[src/rtl/tmds_dec.sv]
// Receive-side TMDS channel decoder: finds 10-bit word alignment from control-token
// runs, then recovers pixel bytes, DE and control values with a fixed 2-cycle latency.
module tmds_dec #(
    parameter int LOCK_COUNT     = 8,
    parameter int SEARCH_TIMEOUT = 4096,
    parameter int LOSS_TIMEOUT   = 8192
) (
    input  logic       clk_i,
    input  logic       rst_i,
    input  logic [9:0] din_i,
    output logic [7:0] data_o,
    output logic       de_o,
    output logic [1:0] ctrl_o,
    output logic       locked_o,
    output logic [3:0] offset_o
);

    localparam int              RUN_W       = $clog2(LOCK_COUNT + 1);
    localparam logic [RUN_W-1:0] RUN_MAX    = RUN_W'(LOCK_COUNT);
    localparam logic [15:0]     SEARCH_LAST = 16'(SEARCH_TIMEOUT - 1);
    localparam logic [15:0]     LOSS_LAST   = 16'(LOSS_TIMEOUT - 1);
    localparam logic [3:0]      LAST_OFFSET = 4'd9;

    typedef enum logic {
        SEARCH,
        LOCKED
    } state_t;

    state_t           state_q, state_d;
    logic [9:0]       w0_q, w1_q;
    logic [19:0]      ext;
    logic [9:0]       win;
    logic [RUN_W-1:0] run_q, run_d;
    logic [15:0]      timer_q, timer_d;
    logic [3:0]       offset_q, offset_d;
    logic             is_tok;
    logic [1:0]       tok_val;
    logic [7:0]       qp;
    logic [7:0]       dec;

    // The window straddles the two most recent words; w0 holds the older bits.
    always_comb begin
        ext = {w1_q, w0_q};
        win = 10'(ext >> offset_q);
    end

    always_comb begin
        is_tok  = 1'b1;
        tok_val = 2'b00;
        case (win)
            10'b1101010100: tok_val = 2'b00;
            10'b0010101011: tok_val = 2'b01;
            10'b0101010100: tok_val = 2'b10;
            10'b1010101011: tok_val = 2'b11;
            default:        is_tok  = 1'b0;
        endcase
    end

    always_comb begin
        qp     = win[9] ? ~win[7:0] : win[7:0];
        dec    = 8'h00;
        dec[0] = qp[0];
        for (int i = 1; i < 8; i++) begin
            dec[i] = win[8] ? (qp[i] ^ qp[i-1]) : ~(qp[i] ^ qp[i-1]);
        end
    end

    always_comb begin
        // NOTE: every combinational output gets a default first, so no path can infer a latch.
        state_d  = state_q;
        run_d    = run_q;
        timer_d  = timer_q;
        offset_d = offset_q;
        case (state_q)
            SEARCH: begin
                if (is_tok && run_q >= RUN_MAX - 1'b1) begin
                    // Lock takes priority over a coincident timeout; offset stays put.
                    state_d = LOCKED;
                    run_d   = RUN_MAX;
                    timer_d = 16'd0;
                end else if (timer_q == SEARCH_LAST) begin
                    offset_d = (offset_q == LAST_OFFSET) ? 4'd0 : offset_q + 4'd1;
                    run_d    = '0;
                    timer_d  = 16'd0;
                end else begin
                    timer_d = timer_q + 16'd1;
                    run_d   = is_tok ? run_q + 1'b1 : '0;
                end
            end
            LOCKED: begin
                if (is_tok) begin
                    timer_d = 16'd0;
                end else if (timer_q == LOSS_LAST) begin
                    state_d = SEARCH;
                    run_d   = '0;
                    timer_d = 16'd0;
                end else begin
                    timer_d = timer_q + 16'd1;
                end
            end
            default: state_d = SEARCH;
        endcase
    end

    // Outputs follow the next state so the lock-completing token and the loss edge line up.
    always_ff @(posedge clk_i) begin
        // NOTE: sequential state uses non-blocking assignments so every register samples pre-edge values.
        if (rst_i) begin
            state_q  <= SEARCH;
            w0_q     <= 10'd0;
            w1_q     <= 10'd0;
            run_q    <= '0;
            timer_q  <= 16'd0;
            offset_q <= 4'd0;
            locked_o <= 1'b0;
            de_o     <= 1'b0;
            ctrl_o   <= 2'b00;
            data_o   <= 8'h00;
        end else begin
            state_q  <= state_d;
            w1_q     <= din_i;
            w0_q     <= w1_q;
            run_q    <= run_d;
            timer_q  <= timer_d;
            offset_q <= offset_d;
            locked_o <= (state_d == LOCKED);
            if (state_d == LOCKED) begin
                de_o   <= ~is_tok;
                ctrl_o <= is_tok ? tok_val : 2'b00;
                data_o <= is_tok ? 8'h00 : dec;
            end else begin
                de_o   <= 1'b0;
                ctrl_o <= 2'b00;
                data_o <= 8'h00;
            end
        end
    end

    assign offset_o = offset_q;

endmodule

[config.mk]
export PLATFORM = sky130hd
export DESIGN_NAME = tmds_dec
export DESIGN_NICKNAME = d
export VERILOG_FILES = /design/src/rtl/tmds_dec.sv
export SDC_FILE = /design/constraint.sdc
export NUM_CORES = 1
export LEC_CHECK = 0
export CORE_ASPECT_RATIO = 0.5
export CORE_UTILIZATION = 29
export DETAILED_ROUTE_END_ITERATION = 7
export GPL_TIMING_DRIVEN = 0
export SYNTH_ARGS = -nofsm -noshare
export SYNTH_HDL_FRONTEND = slang
export SYNTH_SLANG_ARGS = --single-unit
[constraint.sdc]
create_clock -name clk_i -period 4.6 [get_ports clk_i]
set_input_delay 0.69 -clock clk_i [delete_from_list [all_inputs] [get_ports clk_i]]
set_output_delay 0.69 -clock clk_i [all_outputs]
set_load 0.005 [all_outputs]
**Word-level counts from Yosys, hierarchy flattened**

Index checks and enable logic that the tools add are counted.

- Add/sub/neg operators: 3
- Reduce and logical (&&, ||, !) cells: 7
- $lt $le $gt $ge: 1
- Bitwise operators: 19
- Equality and inequality tests: 9
- Shift-type cells: 1
- Multiplexer cells: 26

Operators with widths:

| kind | count |
|---|---|
| 16-bit 2-to-1 mux | 4 |
| 16-bit case mux with 2 select lines | 1 |
| 4-bit 2-to-1 mux | 6 |
| 10-bit == test, second input constant | 2 |
| 20-bit by 4-bit >> shifter with 10-bit output | 1 |
| 16-bit by 1-bit adder with 16-bit output, second input constant | 1 |
| 16-bit by 12-bit == test with 1-bit output, second input constant | 1 |
| 16-bit by 13-bit == test with 1-bit output, second input constant | 1 |
| 1-bit 2-to-1 mux | 11 |
| 1-bit NOT | 11 |
| 10-bit by 8-bit == test with 1-bit output, second input constant | 1 |
| 10-bit by 9-bit == test with 1-bit output, second input constant | 1 |
| 4-bit by 1-bit adder with 4-bit output, second input constant | 2 |
| 8-bit 2-to-1 mux | 1 |
| 8-bit NOT | 1 |
| 4-bit case mux with 2 select lines | 1 |
| 1-bit bitwise XOR | 7 |
| 2-bit case mux with 3 select lines | 1 |
| 3-bit OR reduction | 2 |
| 4-bit == test, second input constant | 1 |
| 4-bit by 3-bit greater-or-equal comparator with 1-bit output, second input constant | 1 |
| 4-bit OR reduction | 1 |
| 3-bit AND reduction | 1 |
| 2-bit by 1-bit inequality test with 1-bit output, second input constant | 1 |
| other kinds (5) | 5 |

- Bits in registers: 56
- Input port bits: 12
- Logic and storage cells: 75

**Depth between registers and ports, before layout**

Gate-level depths: netlist (run 1).

- Depth in word-level cells: 9
- Depth in mapped cells: 18
- Depth with buffers taken out: 13

**Least setup slack after synthesis (run 1)**

No wires, ideal clock.

- Path type: flip-flop to flip-flop
- From: reg offset_q[1] (netlist: offset_o[1])
- To: reg timer_q[9]
- Period minus slack after synthesis: 3.571 ns
- Slack: 1.029 ns
- Required time: 4.537 ns
- Data arrival time: 3.508 ns
- Cell stages (with the launch flop): 19
- Cell sequence: dfxtp_1 -> buf_6 -> clkbuf_1 -> clkbuf_1 -> mux2i_1 -> nand2_1 -> o21ai_0 -> o32a_1 -> a21o_1 -> inv_1 -> ha_1 -> nand4_1 -> a2111oi_0 -> a41oi_1 -> a31oi_1 -> or4_4 -> buf_6 -> buf_8 -> nor2_4

- Longest elaborated chain between the ends: 7
- Elaborated cells between the ends (all ways): 11
- Classes of those cells: eq/ne: 4; shift: 1; mux: 4; reduce/logical: 2

Ends and longest elaborated chain:

| item | line | RTL |
|---|---|---|
| start, declared | 35 | `logic [3:0] offset_q, offset_d;` |
| start signal, assigned | 125 | `offset_q <= offset_d;` |
| 20-bit by 4-bit >> shifter with 10-bit output * | 44 | `win = 10'(ext >> offset_q);` |
| 10-bit == test, or another cell as far along | 50 | `case (win)` |
| 4-bit OR reduction (no source line) * | n/a |  |
| 1-bit 2-to-1 mux * | 50 |  |
| 1-bit logical AND | 76 | `if (is_tok && run_q >= RUN_MAX - 1'b1) begin` |
| 16-bit 2-to-1 mux | 76 |  |
| 16-bit case mux with 2 select lines * | 74 | `case (state_q)` |
| end signal, assigned | 124 | `timer_q <= timer_d;` |
| end, declared | 34 | `logic [15:0] timer_q, timer_d;` |

Every way passes the cells marked *; elsewhere a longest branch is shown, timed or not.
A chain may end at the register's enable or synchronous reset.

**Worst setup path after layout (run 1)**

- From: reg offset_q[0] (netlist: offset_o[0])
- To: reg timer_q[7]

The elaborated chain is that of the path after synthesis.

==> results of run 1 <==
-- power by group --
| part | switching (W) | internal, W | total (W) |
|---|---|---|---|
| Combinational | 0.0000323 | 0.0000391 | 0.0000713 |
| Clock | 0.000170 | 0.000204 | 0.000374 |
| Sequential | 0.0000102 | 0.000495 | 0.000505 |
| Total | 0.000212 | 0.000738 | 0.000950 |
-- area by class of cell --
type	count	area, sq um	area share
Clock buffer	7	133	0.0363
Tap cell	140	175	0.0479
Buffer	15	83.8	0.0229
Sequential cell	56	1120	0.307
Clock inverter	1	8.76	0.00239
Timing Repair Buffer	27	270	0.0739
Inverter	17	63.8	0.0174
Multi-Input combinational cell	226	1800	0.493
-- sequential cells by signal, indices dropped and copies added, names as in the netlist --
name / count
de_o: 1
timer_q: 16
offset_o: 4
run_q: 4
w0_q: 10
w1_q: 10
data_o: 8
state_q: 1
ctrl_o: 2
-- cell families after synthesis --
group,Yosys count,share of synthesized area
buffers and inverters,33,0.0492
multiplexers,31,0.158
XOR/XNOR,27,0.0769
adder cells (fa/ha/maj),10,0.0407
AND/OR/NAND/NOR,123,0.221
AO/OA/AOI/OAI,35,0.0899
flip-flops,56,0.365
-- path summary, 6_finish.rpt --
path	end	slack, ns
min	timer_q[0]	0.47
min reg2reg	timer_q[0]	0.47
max reg2reg	timer_q[7]	0.44
max	timer_q[7]	0.44
-- per-layer routing --
layer / global-route usage / routed length [microns] / vias up
li1: - / - / 1174
met1: 0.159 / 3040 / 1097
met2: 0.213 / 2880 / 36
met3: 0.0188 / 228 / 4
met4: 0.0275 / 32 / 0
met5: 0 / 0 / -
-- per-stage QoR --
| step | cell area (sq um) | utilization |
|---|---|---|
| floorplan | 3070 | - |
| global placement | 3520 | 0.343 |
| detailed placement | 3520 | 0.343 |
| CTS | 3660 | 0.357 |
| global route | 3660 | 0.357 |
| finish | 3660 | 0.357 |
-- placed cells by master, fill, tap and decap left out, types with 2 or more instances in the layout --
| cell | instances |
|---|---|
| nor3_1 | 5 |
| xor2_1 | 9 |
| ha_1 | 10 |
| and4_1 | 2 |
| clkbuf_16 | 5 |
| mux2i_1 | 12 |
| inv_1 | 15 |
| nor2_2 | 3 |
| inv_2 | 2 |
| and2_1 | 4 |
| buf_6 | 2 |
| nand4_1 | 6 |
| nor2_4 | 7 |
| nand2b_1 | 2 |
| buf_1 | 2 |
| clkdlybuf4s50_1 | 27 |
| nand3_1 | 7 |
| a21oi_1 | 7 |
| nor2_1 | 32 |
| clkbuf_1 | 11 |
| nor2b_1 | 20 |
| mux4_2 | 13 |
| or2_1 | 2 |
| nand3b_1 | 2 |
| nand2_1 | 19 |
| xnor2_1 | 18 |
| nor4_1 | 2 |
| dfxtp_1 | 56 |
| a211oi_1 | 2 |
| o211ai_1 | 2 |
| a2111oi_0 | 2 |
| a31o_1 | 2 |
| a21oi_2 | 2 |
| mux2_2 | 5 |
| a31oi_1 | 3 |
| or3_1 | 5 |
| a21o_1 | 2 |
==> impl_metrics.toml, run 1 <==
[pwr]
vdd_drop_max_uv = 133
total_power_w = 0.000950
p_leak_nw = 1.26
p_per_area_nw_per_um2 = 260

[final_layout]
fillCellCount = 1038
diodes = 0
nNetsFinal = 370
drive_gt1_frac = 0.129
finalNonFillerCells = 489
syn_to_final_growth_pct = 19.0

[critical_path]
r2r-start = "offset_o[0]"
cp_top_family = "buffers and inverters"
cp-end-kind = "flip-flop"
arrival_ns = 4.40
path_buf_inv = 5
ff2ff_path_depth = 14
slowest_delay_ns = 0.53
crit_cells = 14
worst_path_max_delay_cell = "buf_1"
worstPathMaxFanout = 10
crit_chain = "buf_2 > buf_1 > inv_2 > mux2_2 > a221o_1 > ha_1 > nand4_1 > a2111oi_0 > a41oi_1 > a31oi_1 > or4_4 > buf_6 > buf_8 > nor2_4"
critPathKind = "reg2reg"
start_kind = "flip-flop"
cp.required_ns = 4.83
crit_start = "offset_o[0]"

[yosys]
synth_most_common_cell = "dfxtp_1"
avgSynthCellArea_sq_um = 9.76
synth_seq_area_share = 0.365
yosys.area.top_type_share = 0.365
synth_nets = 337
netlist_area_sq_um = 3070
ys_dominant_reg_cell = "dfxtp_1"
ys_ff_latch = 56
synth_edf_count = 0
post_synth_num_cell_types = 56
synthArstFlopShare = 0
syn_inst = 315
yosysWarnings = 0
synth_top_cell_by_area = "dfxtp_1"
synth_common_cells = "56 x dfxtp_1, 32 x nor2_1, 20 x nor2b_1, 19 x nand2_1, 18 x xnor2_1"
synth.area.top_cells = "dfxtp_1 36%, mux4_2 9.5%, xnor2_1 5.1%"

[cts]
ctsResizeCount = 0
clock_latency_ns = 0.29
clockBufferDepth = 2
post_cts_buffers = 0
cts-root-buf = "clkbuf_16"
htree_num_levels = 2
cts.clk_slew.worst_paths_ns = 0.07
cts_buffers = 5
hold_buffers = 0
cts_sinks = 56
cts_tree = "done"

[timing]
post-route-period-util = 0.905
max-slew-margin-rel = 0.574
hold_violations = 0
rsz0062_at_grt = "false"
setup_ws_ns = 0.436
fmax_ghz = 0.240
finClkSkew_ns = 0.00588
holdWs_ns = 0.469
finalSetupViolCount = 0
worst_pin_slew_ns = 0.639
drv_slew = 0
fin_crit_ns = 4.16
setup-tns-final_ns = 0

[floorplan]
die_y_microns = 74.8
fp-row-count = 26
ioPinCount = 28
core_sq_um = 10200
die_w_microns = 148
start_util = 0.300
die_area_sq_um = 11000

[run]
maxCapViolCount = 0

[routing]
initialDrtViolationCount = 190
drc = 0
drt-total-wl_microns = 6180
num_vias = 2311
avgRoutedWirePerCell_microns = 12.6
first_pass_iters = 4
viasPerCell = 4.73
detail-route-antenna-nets = 0

[global_routing]
first_global_vias = 2182
grt_usage = 0.121
antenna_found_initial = 0
grt_pass1_wl_microns = 10700
gr-total-overflow = 0
grt_max_degree = 17

[hold_path]
hold_start = "timer_q[0]"
hold_class = "reg2reg"
hold_depth = 1

[placed_design]
place_congestion = 0.839
dp_cells = 482
place_ws_ns = 0.367
portBuffers = 27
dp_hpwl_microns = 4770

[run_status]
outcome = "completed"
(Power assumes the default switching activity.)
==> inputs of run 2 (changes only) <==
Clock period 4.6 ns to 5.2 ns, I/O delays scaled along.
==> impl_metrics.toml, run 2 (synthesis gave the netlist of run 1 again) <==
[timing]
post-route-period-util = 0.820
setup-tns-final_ns = 0
rsz0062_at_grt = "false"
hold_violations = 0
fmax_ghz = 0.235
holdWs_ns = 0.469
worst_pin_slew_ns = 0.638
drv_slew = 0
max-slew-margin-rel = 0.575
finalSetupViolCount = 0
fin_crit_ns = 4.26
finClkSkew_ns = 0.00588

[routing]
drc = 0
first_pass_iters = 4
detail-route-antenna-nets = 0
viasPerCell = 4.71
num_vias = 2306
initialDrtViolationCount = 237
drt-total-wl_microns = 6250
avgRoutedWirePerCell_microns = 12.7

[final_layout]
final_cell_mix = "56 x dfxtp_1, 32 x nor2_1, 27 x clkdlybuf4s50_1"
syn_to_final_growth_pct = 19.1
drive_gt1_frac = 0.129
final_common_cell = "dfxtp_1"
nNetsFinal = 371
diodes = 0
largest_reg_flops = 16
reg_top3 = "timer_q: 16 flops, w0_q: 10 flops, w1_q: 10 flops"
largest_register = "timer_q"

[floorplan]
ioPinCount = 28
die_area_sq_um = 11000
start_util = 0.300
die_y_microns = 74.8
fp-row-count = 26
die_w_microns = 148
core_sq_um = 10200

[cts]
post_cts_buffers = 0
cts_tree = "done"
ctsResizeCount = 0
cts.clk_slew.worst_paths_ns = 0.07
clock_latency_ns = 0.29
htree_num_levels = 2
clockBufferDepth = 2
cts_buffers = 5
hold_buffers = 0
cts-root-buf = "clkbuf_16"
cts_sinks = 56

[hold_path]
hold_end = "timer_q[0]"
hold_class = "reg2reg"
hold_depth = 1
hold_start = "timer_q[0]"

[pwr]
p_leak_nw = 1.27
vdd_drop_max_uv = 118
p_per_area_nw_per_um2 = 230

[global_routing]
antenna_found_initial = 0
gr-total-overflow = 0
first_global_vias = 2182
grt_max_degree = 17
grt_usage = 0.121
grt_pass1_wl_microns = 10700

[placed_design]
place_congestion = 0.839
portBuffers = 27
dp_hpwl_microns = 4770

[critical_path]
r2r_end = "timer_q[7]"
worstPathMaxFanout = 10
ff2ff_path_depth = 18
reg2reg_slack_ns = 0.94
r2r-start = "offset_o[1]"
cp-end-kind = "flip-flop"
arrival_ns = 4.49
critPathKind = "reg2reg"
cp.required_ns = 5.43
start_kind = "flip-flop"

[run]
maxCapViolCount = 0

[run_status]
outcome = "completed"
run 2: cell types whose count changed in the layout (fill, tap and decap cells not counted), sizes merged:
cell / delta
clkbuf: +1
run 2: worst max path at each step:
stage                     start          to  slack (ns)
finish              offset_o[1]  timer_q[7]        0.94
global route        offset_o[1]  timer_q[7]        0.52
CTS                 offset_o[1]  timer_q[7]        0.94
detailed placement  offset_o[1]  timer_q[9]        0.97
global placement    offset_o[1]  timer_q[9]        1.01
floorplan           offset_o[1]  timer_q[9]        1.63
run 2: routing by layer:
metal | vias up | wire length, microns | track usage
met1 | 1087 | 3130 | 0.159
met5 | - | 0 | 0
met3 | 6 | 202 | 0.0188
met4 | 0 | 53 | 0.0275
met2 | 35 | 2870 | 0.213
li1 | 1178 | - | -
run 2: stage by stage:
stage / setup WS (ns) / util / cells / total power [W] / cell area, sq um
global route: 0.516 / 0.357 / 490 / 0.000877 / 3660
global placement: 1.01 / 0.343 / 482 / 0.000520 / 3520
finish: 0.938 / 0.357 / 490 / 0.000841 / 3660
CTS: 0.936 / 0.357 / 490 / 0.000852 / 3660
detailed placement: 0.967 / 0.343 / 482 / 0.000521 / 3520
floorplan: 1.63 / - / 315 / 0.000500 / 3070
run 2: worst max-delay path, cell delays in order, from the launching register on:
cell and delay, ns:
dfxtp_1 0.36, buf_6 0.17, clkbuf_1 0.47, clkbuf_1 0.45, mux2i_1 0.25, nand2_1 0.06
o21ai_0 0.12, o32a_1 0.21, a21o_1 0.13, inv_1 0.04, ha_1 0.17, nand4_1 0.24
a2111oi_0 0.12, a41oi_1 0.42, a31oi_1 0.15, or4_4 0.43, buf_6 0.15, buf_8 0.16
nor2_4 0.09
run 2: layout make-up:
class                           instances  area [sq um]
Buffer                                 16          87.6
Clock buffer                            7           133
Clock inverter                          1          8.76
Fill cell                            1038          6590
Inverter                               17          63.8
Multi-Input combinational cell        226          1800
Sequential cell                        56          1120
Tap cell                              140           175
Timing Repair Buffer                   27           270
run 2: power by group:
group	switching [W]	total (W)	internal [W]	leakage, nW
Sequential	0.00000910	0.000447	0.000438	0.456
Clock	0.000150	0.000331	0.000180	0.0681
Combinational	0.0000287	0.0000633	0.0000345	0.742
Total	0.000188	0.000841	0.000653	1.27
